[src/rtl/lc3_clock_controller.sv]
// ----------------------------------------------------------------------------
// lc3_clock_controller
//
// Paces the LC-3 core by issuing a single-cycle enable strobe (cpu_en) from
// the board clock. There are no derived clocks. The core can free-run at a
// selectable divided rate, single-step from a debounced push button, and
// stops on the core's HALT indication.
//
// Ports:
//   clk         board clock; all logic on posedge
//   reset       asynchronous, active-high; clears all state
//   run_sw      free-run switch (asynchronous level, synchronized here)
//   step_btn    single-step push button (asynchronous, bouncy, active-high)
//   rate_sel    run rate: 00 = 1 Hz, 01 = 10 Hz, 10 = 1 kHz, 11 = every cycle
//   cpu_halt    HALT executed by the core (synchronous to clk)
//   cpu_en      registered one-cycle enable strobe to the core
//   heartbeat   toggles on every cpu_en pulse
//   state       00 IDLE, 01 RUN, 10 STEP, 11 HALTED
//   step_count  number of cpu_en pulses issued, wraps FFFF -> 0000
// ----------------------------------------------------------------------------
module lc3_clock_controller #(
    parameter int unsigned CLK_HZ          = 50000000,
    parameter int unsigned DEBOUNCE_CYCLES = 500000,
    parameter int unsigned DIV_WIDTH       = 26
) (
    input  logic        clk,
    input  logic        reset,
    input  logic        run_sw,
    input  logic        step_btn,
    input  logic [1:0]  rate_sel,
    input  logic        cpu_halt,
    output logic        cpu_en,
    output logic        heartbeat,
    output logic [1:0]  state,
    output logic [15:0] step_count
);

    typedef enum logic [1:0] {
        S_IDLE   = 2'b00,
        S_RUN    = 2'b01,
        S_STEP   = 2'b10,
        S_HALTED = 2'b11
    } state_t;

    // Debounce counter only ever needs to reach DEBOUNCE_CYCLES-1.
    localparam int unsigned DEB_W = (DEBOUNCE_CYCLES > 1) ? $clog2(DEBOUNCE_CYCLES) : 1;
    localparam logic [DEB_W-1:0] DEB_LAST = DEB_W'(DEBOUNCE_CYCLES - 1);

    localparam logic [DIV_WIDTH-1:0] TC_1HZ  = DIV_WIDTH'(CLK_HZ - 1);
    localparam logic [DIV_WIDTH-1:0] TC_10HZ = DIV_WIDTH'(CLK_HZ / 10 - 1);
    localparam logic [DIV_WIDTH-1:0] TC_1KHZ = DIV_WIDTH'(CLK_HZ / 1000 - 1);

    // ------------------------------------------------------------------
    // Input conditioning
    // ------------------------------------------------------------------
    logic       r_run_meta;
    logic       r_run_sync;
    logic       r_btn_meta;
    logic       r_btn_sync;
    logic [1:0] r_rate;
    logic [1:0] r_rate_prev;

    always_ff @(posedge clk or posedge reset) begin
        if (reset) begin
            r_run_meta  <= 1'b0;
            r_run_sync  <= 1'b0;
            r_btn_meta  <= 1'b0;
            r_btn_sync  <= 1'b0;
            r_rate      <= '0;
            r_rate_prev <= '0;
        end else begin
            r_run_meta  <= run_sw;
            r_run_sync  <= r_run_meta;
            r_btn_meta  <= step_btn;
            r_btn_sync  <= r_btn_meta;
            r_rate      <= rate_sel;
            r_rate_prev <= r_rate;
        end
    end

    // ------------------------------------------------------------------
    // Step button debounce and press detection
    // ------------------------------------------------------------------
    logic [DEB_W-1:0] r_deb_cnt;
    logic             r_deb_lvl;
    logic             r_deb_prev;
    logic             r_press;

    always_ff @(posedge clk or posedge reset) begin
        if (reset) begin
            r_deb_cnt  <= '0;
            r_deb_lvl  <= 1'b0;
            r_deb_prev <= 1'b0;
            r_press    <= 1'b0;
        end else begin
            if (r_btn_sync == r_deb_lvl) begin
                r_deb_cnt <= '0;
            end else if (r_deb_cnt == DEB_LAST) begin
                // Level has disagreed for DEBOUNCE_CYCLES consecutive edges.
                r_deb_lvl <= r_btn_sync;
                r_deb_cnt <= '0;
            end else begin
                r_deb_cnt <= r_deb_cnt + DEB_W'(1);
            end
            r_deb_prev <= r_deb_lvl;
            r_press    <= r_deb_lvl & ~r_deb_prev;
        end
    end

    // ------------------------------------------------------------------
    // Rate divider terminal count
    // ------------------------------------------------------------------
    logic [DIV_WIDTH-1:0] w_tc;
    logic                 w_rate_chg;

    always_comb begin
        w_tc = '0;
        unique case (r_rate)
            2'b00: w_tc = TC_1HZ;
            2'b01: w_tc = TC_10HZ;
            2'b10: w_tc = TC_1KHZ;
            2'b11: w_tc = '0;
        endcase
    end

    assign w_rate_chg = (r_rate != r_rate_prev);

    // ------------------------------------------------------------------
    // Sequencer
    // ------------------------------------------------------------------
    state_t               r_state;
    logic [DIV_WIDTH-1:0] r_div;
    logic                 r_cpu_en;
    logic                 r_heartbeat;
    logic [15:0]          r_step_count;
    logic                 w_div_hit;
    logic                 w_pulse;

    // A rate change restarts the count, so a stale counter value compared
    // against the new terminal count must not produce a pulse.
    assign w_div_hit = (r_div == w_tc) && !w_rate_chg;

    // Halt and run_sw=0 take priority over a divider wrap in RUN.
    assign w_pulse = (r_state == S_STEP) ||
                     ((r_state == S_RUN) && !cpu_halt && r_run_sync && w_div_hit);

    always_ff @(posedge clk or posedge reset) begin
        if (reset) begin
            r_state      <= S_IDLE;
            r_div        <= '0;
            r_cpu_en     <= 1'b0;
            r_heartbeat  <= 1'b0;
            r_step_count <= '0;
        end else begin
            r_cpu_en <= w_pulse;
            if (w_pulse) begin
                r_step_count <= r_step_count + 16'd1;
                r_heartbeat  <= ~r_heartbeat;
            end

            unique case (r_state)
                S_IDLE: begin
                    r_div <= '0;
                    if (cpu_halt && r_run_sync) begin
                        r_state <= S_HALTED;
                    end else if (r_run_sync) begin
                        r_state <= S_RUN;
                    end else if (r_press) begin
                        r_state <= S_STEP;
                    end
                end
                S_RUN: begin
                    if (cpu_halt) begin
                        r_state <= S_HALTED;
                        r_div   <= '0;
                    end else if (!r_run_sync) begin
                        r_state <= S_IDLE;
                        r_div   <= '0;
                    end else if (w_rate_chg || (r_div == w_tc)) begin
                        r_div <= '0;
                    end else begin
                        r_div <= r_div + DIV_WIDTH'(1);
                    end
                end
                S_STEP: begin
                    r_div   <= '0;
                    r_state <= r_run_sync ? S_RUN : S_IDLE;
                end
                S_HALTED: begin
                    r_div <= '0;
                    if (!r_run_sync) begin
                        r_state <= S_IDLE;
                    end
                end
            endcase
        end
    end

    assign cpu_en     = r_cpu_en;
    assign heartbeat  = r_heartbeat;
    assign state      = r_state;
    assign step_count = r_step_count;

endmodule
[config.mk]
export PLATFORM = sky130hd
export DESIGN_NAME = lc3_clock_controller
export DESIGN_NICKNAME = d
export VERILOG_FILES = /design/src/rtl/lc3_clock_controller.sv
export SDC_FILE = /design/constraint.sdc
export NUM_CORES = 1
export LEC_CHECK = 0
export BUFFER_PORTS_ARGS = -buffer_cell sky130_fd_sc_hd__buf_2
export CAP_MARGIN = 40
export CORE_MARGIN = 2
export CORE_UTILIZATION = 35
export CTS_CLUSTER_SIZE = 28
export DETAILED_ROUTE_END_ITERATION = 12
export PLACE_DENSITY = 0.49
export SYNTH_ARGS = -nofsm -noshare
export SYNTH_HDL_FRONTEND = slang
export SYNTH_SLANG_ARGS = --single-unit
export TNS_END_PERCENT = 50
[constraint.sdc]
create_clock -name clk -period 2.91 [get_ports clk]
set_input_delay 0.291 -clock clk [delete_from_list [all_inputs] [get_ports clk]]
set_output_delay 0.291 -clock clk [all_outputs]
set_load 0.01 [all_outputs]
==> results of run 1 <==
==> final cells by class <==
type	count	area, um^2	area share
flip-flops and latches	76	1900	0.444
multi-input cells	255	1710	0.399
clock buffers	10	138	0.0322
clock inverters	6	63.8	0.0149
repair buffers	35	245	0.0573
well taps	136	170	0.0398
inverters	14	53.8	0.0126
==> worst reg2reg max path: stages, from the launching register on <==
cell       delay (ps)
dfrtp_1           480
inv_1             110
ha_1              350
xnor2_1           170
nand3_1           160
a2111oi_4         370
a21oi_2           170
buf_8             190
nor4b_2           300
xor2_1            160
==> routing by layer <==
metal,vias up,routed length [um],part of all wire
met1,1254,3890,0.51
met4,0,193,0.025
li1,1269,-,-
met3,11,216,0.028
met2,36,3290,0.43
met5,-,0,0
==> Yosys cell counts, drive strengths merged, types with 4 or more instances <==
cell	number	area, um^2
dfrtp	76	1900
nor2	55	206
xor2	31	272
xnor2	28	245
nand2	22	85.1
nand3	18	90.1
inv	14	52.6
nor3	14	85.1
nand4	10	62.6
nor4	8	83.8
buf	7	46.3
ha	7	87.6
o21ai	6	30.0
or3	6	37.5
a21oi	5	28.8
and3	5	31.3
nor4b	5	62.6
and4	4	35.0
clkbuf	4	15.0
nor2b	4	25.0
==> where the power goes <==
group / leakage [nW] / total (mW) / internal, mW / switching (mW)
registers: 1.03 / 1.17 / 1.11 / 0.0627
clock network: 0.0983 / 0.828 / 0.417 / 0.411
logic: 0.715 / 0.230 / 0.104 / 0.126
==> sequential cells by signal, summed over array words and instances (netlist names) <==
signal	cells
r_btn_meta	1
step_count	16
heartbeat	1
cpu_en	1
state	2
r_div	26
r_rate	2
r_run_sync	1
r_run_meta	1
r_deb_cnt	19
r_deb_lvl	1
r_deb_prev	1
r_press	1
r_btn_sync	1
r_rate_prev	2
==> cell families (layout without fill, tap and decap cells) <==
family	Yosys count	count (layout)	synth area share
xor gates and xnor gates	59	59	0.139
and+or+nand+nor	165	165	0.245
adders and majority gates	7	7	0.0235
AOI/OAI and AO/OA	20	20	0.0400
DFF	76	76	0.511
muxes	4	4	0.0114
buffers and inverters	25	65	0.0306
==> final timing paths <==
| kind | cells past startpoint | slack [ps] | to | startpoint |
|---|---|---|---|---|
| hold / removal | 1 | 50 | r_rate[0] | rate_sel[0] |
| setup reg to reg | 9 | 370 | step_count[10] | r_rate[1] |
| setup / recovery | 9 | 370 | step_count[10] | r_rate[1] |
| max in group asynchronous | 5 | 1810 | r_deb_cnt[14] | reset |
| hold reg to reg | 0 | 350 | r_run_sync | r_run_meta |
| min in group asynchronous | 3 | 350 | cpu_en | reset |
==> through the flow <==
stage	utilization	hold slack (ps)	power, mW
final	0.414	45.9	2.23
after global routing	0.414	21.4	2.36
after CTS	0.414	0.855	2.27
after detailed placement	0.392	201	1.43
after global placement	0.388	333	1.42
after floorplan	-	322	1.33
==> run_results.csv, run 1 <==
group,metric,value,unit
timing,final-setup-viol-count,0,
synthesis,avgSynthCellArea,10.5,um^2
critical_path,cp-end-kind,"flip-flop",
placement,pre_cts_ws,378,ps
synthesis,ys_seq_area_frac,0.511,
synthesis,synth-main-ff-cell,"dfrtp_1",
clocking,clk_pin_slew,80,ps
critical_path,critPathTopFamily,"compound AO/OA/AOI/OAI gates",
final_layout,area_growth,15.0,%
critical_path,slowest_delay,480,ps
global_route,grt_pass1_vias,2604,
final_layout,final_common_cell,"dfrtp_1",
drt,vias,2570,
synthesis,synth_fp_nets,370,
timing,drv_slew,0,
synthesis,synth_area,3720,um^2
worst_hold_path,hold_class,"input pin to flip-flop",
synthesis,synth_edf_count,0,
clocking,cts_root_buffer,"clkbuf_8",
timing,fin_crit,2540,ps
timing,hold_viol_final,0,
clocking,cts_tree,"yes",
run,cap_violations,0,
placement,gp_congestion,0.806,
critical_path,worstPathRequired,3200,ps
global_route,grtUsageMet2,0.217,
pwr,p_leak,1.84,nW
drt,vias_per_cell,4.83,
timing,worstMarginPinSlew,443,ps
floorplan,die_h,107,um
drt,wire_per_inst,14.3,um
clocking,clk_latency,370,ps
critical_path,critPathKind,"flip-flop to flip-flop",
synthesis,ys_ff_latch,76,
timing,rsz0062_at_grt,"false",
placement,hpwl,5.38,mm
critical_path,cp_max_fo,15,
final_layout,fill_cells,1022,
critical_path,crit_slowest_cell,"dfrtp_1",
global_route,grt_pass1_wl,13.3,mm
final_layout,diodes,0,
synthesis,async_flop_share,1.00,
floorplan,fp-row-count,37,
global_route,grt_util_met1,0.212,
timing,fmax,394,MHz
floorplan,die_x,107,um
timing,relSlewSlack,0.702,
global_route,busiest_layer,"met2",
global_route,antenna_found_initial,0,
placement,placed_area,4050,um^2
clocking,numCtsBuffers,9,
clocking,htree_num_levels,3,
placement,port_buffers,26,
clocking,cts.sinks,76,
critical_path,timing.critical_path.buf_inv,2,
synthesis,synthDistinctLibCells,49,
global_route,grt_overflow,0,
drt,drtIter0Drc,96,
final_layout,finalNetCount,405,
floorplan,start_util,0.361,
run_status,status,"finished, final reports clean",
timing,setup_ws,372,ps
final_layout,mostFrequentLayoutCells,"dfrtp_1, nor2_1, xor2_1, xnor2_1, buf_2",
critical_path,startpoint_type,"flip-flop",
drt,postRouteAntennaNets,0,
global_route,grt_use_met3,0.0365,
critical_path,path_cells,"inv_1 > ha_1 > xnor2_1 > nand3_1 > a2111oi_4 > a21oi_2 > buf_8 > nor4b_2 > xor2_1",
pwr,powerDensity,522,nW/um^2
critical_path,arrival,2830,ps
placement,place_inst,513,
drt,finalWirelength,7.59,mm
floorplan,core,10300,um^2
pwr,ir_worst_vdd,324,uV
final_layout,final_area,4280,um^2
floorplan,num_io_pins,27,
clocking,cts.repair.resized,0,
drt,drc,0,
clocking,hold_buffers,2,
clocking,post_cts_buffers,0,
final_layout,stdcell_count,532,
synthesis,yosysWarnings,0,
synthesis,netlist_instances,356,
drt,first_pass_iters,4,
final_layout,drive_gt1_frac,0.167,
timing,tns,0,ps
timing,period_share,0.872,
global_route,grt_usage,0.152,
clocking,clk_path_buf_depth,2,
timing,skew,9.25,ps
floorplan,dieArea,11500,um^2
global_route,grt_max_degree,45,
(Power assumes the default switching activity.)
==> run 2, diff against run 1 <==
--- a/config.mk
+++ b/config.mk
@@ -11,7 +11,7 @@
 export CORE_UTILIZATION = 35
 export CTS_CLUSTER_SIZE = 28
 export DETAILED_ROUTE_END_ITERATION = 12
-export PLACE_DENSITY = 0.49
+export PLACE_DENSITY = 0.51
 export SYNTH_ARGS = -nofsm -noshare
 export SYNTH_HDL_FRONTEND = slang
 export SYNTH_SLANG_ARGS = --single-unit
==> constraint.sdc (replaced) <==
create_clock -name clk -period 2.1 [get_ports clk]
set_input_delay 0.21 -clock clk [delete_from_list [all_inputs] [get_ports clk]]
set_output_delay 0.21 -clock clk [all_outputs]
set_load 0.01 [all_outputs]
==> run 2 against run 1 <==
  * The flow now finishes with violations (setup timing)
  * Maximum frequency is 18% higher
  * Sequential share of layout area is 4.6 points lower
  * Wire length up 2.0%
  * Critical path depth is 2 higher
  * Via count increased by 6.1%
  * Clock skew barely moved
  * Global-route usage down 0.22 points
  * Hold slack improved by 100 ps
  * Combinational power rose by 72%
  * Final cell count grew 7.7%
  * Critical path type unchanged
==> run_results.csv, run 2 (same netlist as run 1, synthesis figures left out) <==
group,metric,value,unit
timing,hold_viol_final,0,
final_layout,top_register,"r_div",
critical_path,regToRegSetupSlack,-50,ps
critical_path,crit_path_end,"step_count[9]",
critical_path,crit_slowest_cell,"dfrtp_1",
timing,period_share,1.03,
critical_path,worstPathRequired,2330,ps
drt,wl_met2,3.55,mm
global_route,grt_overflow,0,
critical_path,startpoint_type,"flip-flop",
drt,met1Wirelength,3.88,mm
critical_path,cp_max_fo,6,
critical_path,cp.depth,11,
clocking,clk_pin_slew,80,ps
global_route,antenna_found_initial,0,
global_route,grt_max_degree,35,
floorplan,die_h,107,um
pwr,powerDensity,687,nW/um^2
timing,fin_crit,2150,ps
pwr,ir_worst_vdd,502,uV
critical_path,timing.critical_path.buf_inv,4,
drt,postRouteAntennaNets,0,
clocking,clk_latency,350,ps
placement,pre_cts_ws,-230,ps
clocking,cts_root_buffer,"clkbuf_8",
global_route,grt_pass1_wl,13.5,mm
drt,highest_layer,"met4",
clocking,numCtsBuffers,9,
critical_path,cp-end-kind,"flip-flop",
timing,fmax,464,MHz
run_status,violations,"setup timing",
timing,drv_slew,0,
floorplan,start_util,0.361,
final_layout,finalNetCount,447,
final_layout,largest_reg_flops,26,
global_route,grt_pass1_vias,2731,
final_layout,drive_gt1_frac,0.291,
run_status,status,"complete, but fails checks",
critical_path,regToRegStartpoint,"r_rate[0]",
critical_path,critPathKind,"flip-flop to flip-flop",
drt,drc,0,
timing,setup_ws,-54.1,ps
critical_path,path_cells,"inv_2 > ha_4 > buf_4 > xnor2_1 > a31oi_1 > nor4_2 > buf_4 > a21oi_4 > buf_6 > nor3_4 > xor2_1",
drt,drtIter0Drc,75,
final_layout,diodes,0,
drt,wire_per_inst,13.5,um
critical_path,r2r-end,"step_count[9]",
placement,port_buffers,26,
drt,vias_per_cell,4.76,
clocking,cts.sinks,76,
critical_path,slowest_delay,360,ps
floorplan,dieArea,11500,um^2
critical_path,critPathTopFamily,"buffers and inverters",
floorplan,core,10300,um^2
placement,hpwl,5.20,mm
critical_path,startpoint,"r_rate[0]",
drt,vias,2726,
clocking,htree_num_levels,3,
final_layout,area_growth,28.3,%
floorplan,fp-row-count,37,
timing,relSlewSlack,0.633,
final_layout,mostFrequentLayoutCells,"dfrtp_1, nor2_1, buf_4, xor2_1, xnor2_1",
final_layout,final_common_cell,"dfrtp_1",
worst_hold_path,hold_class,"input pin to flip-flop",
floorplan,num_io_pins,27,
floorplan,die_x,107,um
timing,skew,9.07,ps
critical_path,cp_common_cell,"buf_4",
pwr,p_leak,2.10,nW
critical_path,arrival,2390,ps
final_layout,final_util,0.463,
worst_hold_path,holdPathStages,2,
run,cap_violations,0,
timing,worstMarginPinSlew,549,ps
clocking,cts_tree,"yes",
critical_path,reg2reg_depth,11,
placement,gp_congestion,0.756,
drt,finalWirelength,7.74,mm
timing,rsz0062_at_grt,"true",
drt,first_pass_iters,4,
global_route,grt_usage,0.150,
clocking,clk_path_buf_depth,2,
timing,final-setup-viol-count,9,
drt,wl_met3,192,um
==> run 2: per-stage QoR <==
stage                     setup TNS (ps)  hold WS (ps)  instance area [um^2]  power (mW)  cells
after global routing               -2260           123                  4780        3.44    573
final                               -307           149                  4780        3.28    573
after global placement             -1740           285                  4280        1.99    544
after detailed placement           -2520           289                  4280        1.99    544
after floorplan                    -53.7           241                  3740        1.84    356
after CTS                           -411           131                  4720        3.32    572
==> run 2: worst min-delay path by stage <==
| stage | endpoint | from | slack [ps] |
|---|---|---|---|
| 2_1_floorplan | r_btn_meta | step_btn | 240 |
| 3_3_place_gp | r_deb_cnt[0] | reset | 280 |
| 3_5_place_dp | cpu_en | reset | 290 |
| 4_1_cts | state[0] | cpu_halt | 130 |
| 5_1_grt | state[0] | cpu_halt | 120 |
| 6_report | state[0] | cpu_halt | 150 |
==> run 2: worst reg2reg max path, cell delays in order, from the launching register on <==
cell and delay [ps]:
dfrtp_1 360, inv_2 70, ha_4 170, buf_4 150, xnor2_1 120, a31oi_1 250, nor4_2 60, buf_4 170
a21oi_4 310, buf_6 170, nor3_4 40, xor2_1 180
==> run 2: power by group <==
part | internal (mW) | switching, mW | leakage, nW
Combinational | 0.189 | 0.206 | 0.972
Clock | 0.726 | 0.538 | 0.111
Sequential | 1.54 | 0.0796 | 1.02
Total | 2.46 | 0.824 | 2.10
==> run 2: layer usage <==
| metal | global-route usage | vias up |
|---|---|---|
| met3 | 0.0286 | 12 |
| met2 | 0.229 | 38 |
| met4 | 0.0612 | 0 |
| li1 | - | 1355 |
| met1 | 0.209 | 1321 |
| met5 | 0 | - |
==> run 2: final cells by class <==
cell class / instances / area [um^2]
Tap cell: 136 / 170
Sequential cell: 76 / 1910
Clock inverter: 4 / 72.6
Inverter: 14 / 56.3
Multi-Input combinational cell: 257 / 1860
Clock buffer: 11 / 151
Timing Repair Buffer: 75 / 563
Fill cell: 968 / 5550
==> run 2: timing repair <==
item	4_1_cts	5_1_grt
setup buffers	6	1
setup endpoints to repair	17	43
hold buffers	5	0
gates cloned	2	0
hold endpoints to repair	26	0
pin swaps	14	9
resized for setup	19	12
==> run 3, diff against run 2 <==
--- a/config.mk
+++ b/config.mk
@@ -5,7 +5,7 @@
 export SDC_FILE = /design/constraint.sdc
 export NUM_CORES = 1
 export LEC_CHECK = 0
-export BUFFER_PORTS_ARGS = -buffer_cell sky130_fd_sc_hd__buf_2
+export BUFFER_PORTS_ARGS = -buffer_cell sky130_fd_sc_hd__buf_4
 export CAP_MARGIN = 40
 export CORE_MARGIN = 2
 export CORE_UTILIZATION = 35
==> run 3 against run 2 <==
  * The run still ends with setup timing left
  * Clock skew increased by 11 ps
  * Critical path depth decreased by 1
  * Sequential share of layout area decreased by 1.2 points
  * Highest routed layer unchanged
==> run_results.csv, run 3 (same netlist as run 1, synthesis figures left out) <==
group,metric,value,unit
timing,hold_viol_final,0,
critical_path,critPathKind,"flip-flop to flip-flop",
timing,rsz0062_at_grt,"true",
clocking,clk_path_buf_depth,2,
critical_path,arrival,2490,ps
drt,vias,2774,
worst_hold_path,hold_class,"input pin to flip-flop",
drt,vias_per_cell,4.83,
critical_path,r2r-end,"step_count[10]",
clocking,htree_num_levels,3,
drt,postRouteAntennaNets,0,
placement,place_inst,542,
drt,drtIter0Drc,78,
run_status,violations,"setup timing",
final_layout,final_util,0.476,
placement,placed_area,4340,um^2
timing,setup_ws,-114,ps
timing,period_share,1.05,
final_layout,fill_cells,949,
timing,final-setup-viol-count,11,
pwr,powerDensity,686,nW/um^2
run_status,status,"complete, but fails checks",
floorplan,die_x,107,um
final_layout,diodes,0,
critical_path,path_cells,"inv_2 > ha_4 > buf_6 > nor4_4 > nand2_2 > a2111oi_4 > buf_6 > a21oi_4 > nor4b_2 > xor2_1",
clocking,cts_root_buffer,"clkbuf_8",
critical_path,worstPathRequired,2380,ps
floorplan,dieArea,11500,um^2
worst_hold_path,holdPathStages,2,
pwr,p_leak,2.18,nW
final_layout,mostFrequentLayoutCells,"dfrtp_1, buf_4, nor2_1, xor2_1, xnor2_1",
floorplan,start_util,0.361,
critical_path,cp-end-kind,"flip-flop",
global_route,grt_pass1_wl,13.2,mm
global_route,grt_pass1_vias,2681,
drt,wire_per_inst,13.6,um
timing,fin_crit,2210,ps
timing,drv_slew,0,
final_layout,top_register,"r_div",
critical_path,regToRegSetupSlack,-110,ps
final_layout,stdcell_count,574,
timing,worstMarginPinSlew,625,ps
critical_path,regToRegStartpoint,"r_rate[1]",
pwr,ir_worst_vdd,562,uV
floorplan,fp-row-count,37,
final_layout,area_growth,32.1,%
final_layout,final_area,4920,um^2
critical_path,cp_max_fo,4,
critical_path,slowest_delay,400,ps
global_route,antenna_found_initial,0,
run,cap_violations,0,
drt,drc,0,
timing,relSlewSlack,0.582,
clocking,clk_pin_slew,80,ps
clocking,cts_tree,"yes",
critical_path,crit_slowest_cell,"dfrtp_2",
final_layout,largest_reg_flops,26,
clocking,numCtsBuffers,9,
worst_hold_path,min-delay-start,"cpu_halt",
final_layout,finalNetCount,447,
critical_path,reg2reg_depth,10,
drt,finalWirelength,7.84,mm
global_route,grt_max_degree,30,
timing,worst_hold_slack,130,ps
final_layout,drive_gt1_frac,0.292,
drt,first_pass_iters,4,
worst_hold_path,min_to,"state[0]",
critical_path,cp_common_cell,"buf_6",
floorplan,die_h,107,um
floorplan,num_io_pins,27,
final_layout,final_common_cell,"dfrtp_1",
placement,port_buffers,26,
clocking,clk_latency,360,ps
floorplan,core,10300,um^2
placement,hpwl,5.24,mm
global_route,grt_overflow,0,
timing,skew,19.7,ps
critical_path,startpoint_type,"flip-flop",
clocking,cts.sinks,76,
global_route,grt_usage,0.147,
timing,fmax,452,MHz
placement,gp_congestion,0.733,
## run 3: final cells by class
type | count | area [um^2] | share of cell area
Clock buffer | 11 | 151 | 0.0308
Clock inverter | 5 | 82.6 | 0.0168
Inverter | 14 | 56.3 | 0.0115
Multi-Input combinational cell | 257 | 1890 | 0.385
Sequential cell | 76 | 1900 | 0.387
Tap cell | 136 | 170 | 0.0346
Timing Repair Buffer | 75 | 657 | 0.134
## run 3: where the power goes
group	internal (mW)	leakage, nW	switching, mW
registers	1.54	1.02	0.0863
logic	0.235	1.04	0.209
clock network	0.739	0.120	0.560
## run 3: critical path: cells and delay by family, from the launching register on
| kind | cells | cell delay (ps) |
|---|---|---|
| DFF | 1 | 400 |
| AOI/OAI and AO/OA | 2 | 390 |
| adders and majority gates | 1 | 170 |
| buffers and inverters | 3 | 350 |
| and+or+nand+nor | 3 | 680 |
| xor gates and xnor gates | 1 | 160 |
## run 3: metrics by stage
| step | setup WS [ps] | setup TNS (ps) | total power [mW] |
|---|---|---|---|
| floorplan | -53.7 | -53.7 | 1.84 |
| finish | -114 | -659 | 3.37 |
| CTS | -89.4 | -528 | 3.40 |
| global placement | -185 | -1900 | 2.03 |
| global route | -199 | -2300 | 3.53 |
| detailed placement | -250 | -2940 | 2.03 |
## run 3: worst max path at each step
stage	slack (ps)	depth (start not counted)	end	start
global route	-200	10	step_count[10]	r_rate[1]
floorplan	-50	9	step_count[1]	r_rate[0]
global placement	-180	8	step_count[13]	r_rate[1]
finish	-110	10	step_count[10]	r_rate[1]
CTS	-90	10	step_count[10]	r_rate[1]
detailed placement	-250	7	step_count[1]	r_rate[1]
## run 3: metal layers
layer / GRT usage / part of all wire / up-vias / routed length [um]
met1: 0.200 / 0.48 / 1350 / 3750
met3: 0.0468 / 0.038 / 8 / 298
li1: - / - / 1369 / -
met5: 0 / 0 / - / 0
met4: 0.0399 / 0.011 / 0 / 88
met2: 0.226 / 0.47 / 47 / 3700
## run 3: what timing repair did
action | in CTS | in global routing
resized for setup | 22 | 17
setup endpoints to repair | 18 | 42
pin swaps | 16 | 8
endpoints found under the hold margin | 25 | 0
hold buffers | 5 | 0
setup buffers | 8 | 0
cloned | 2 | 1
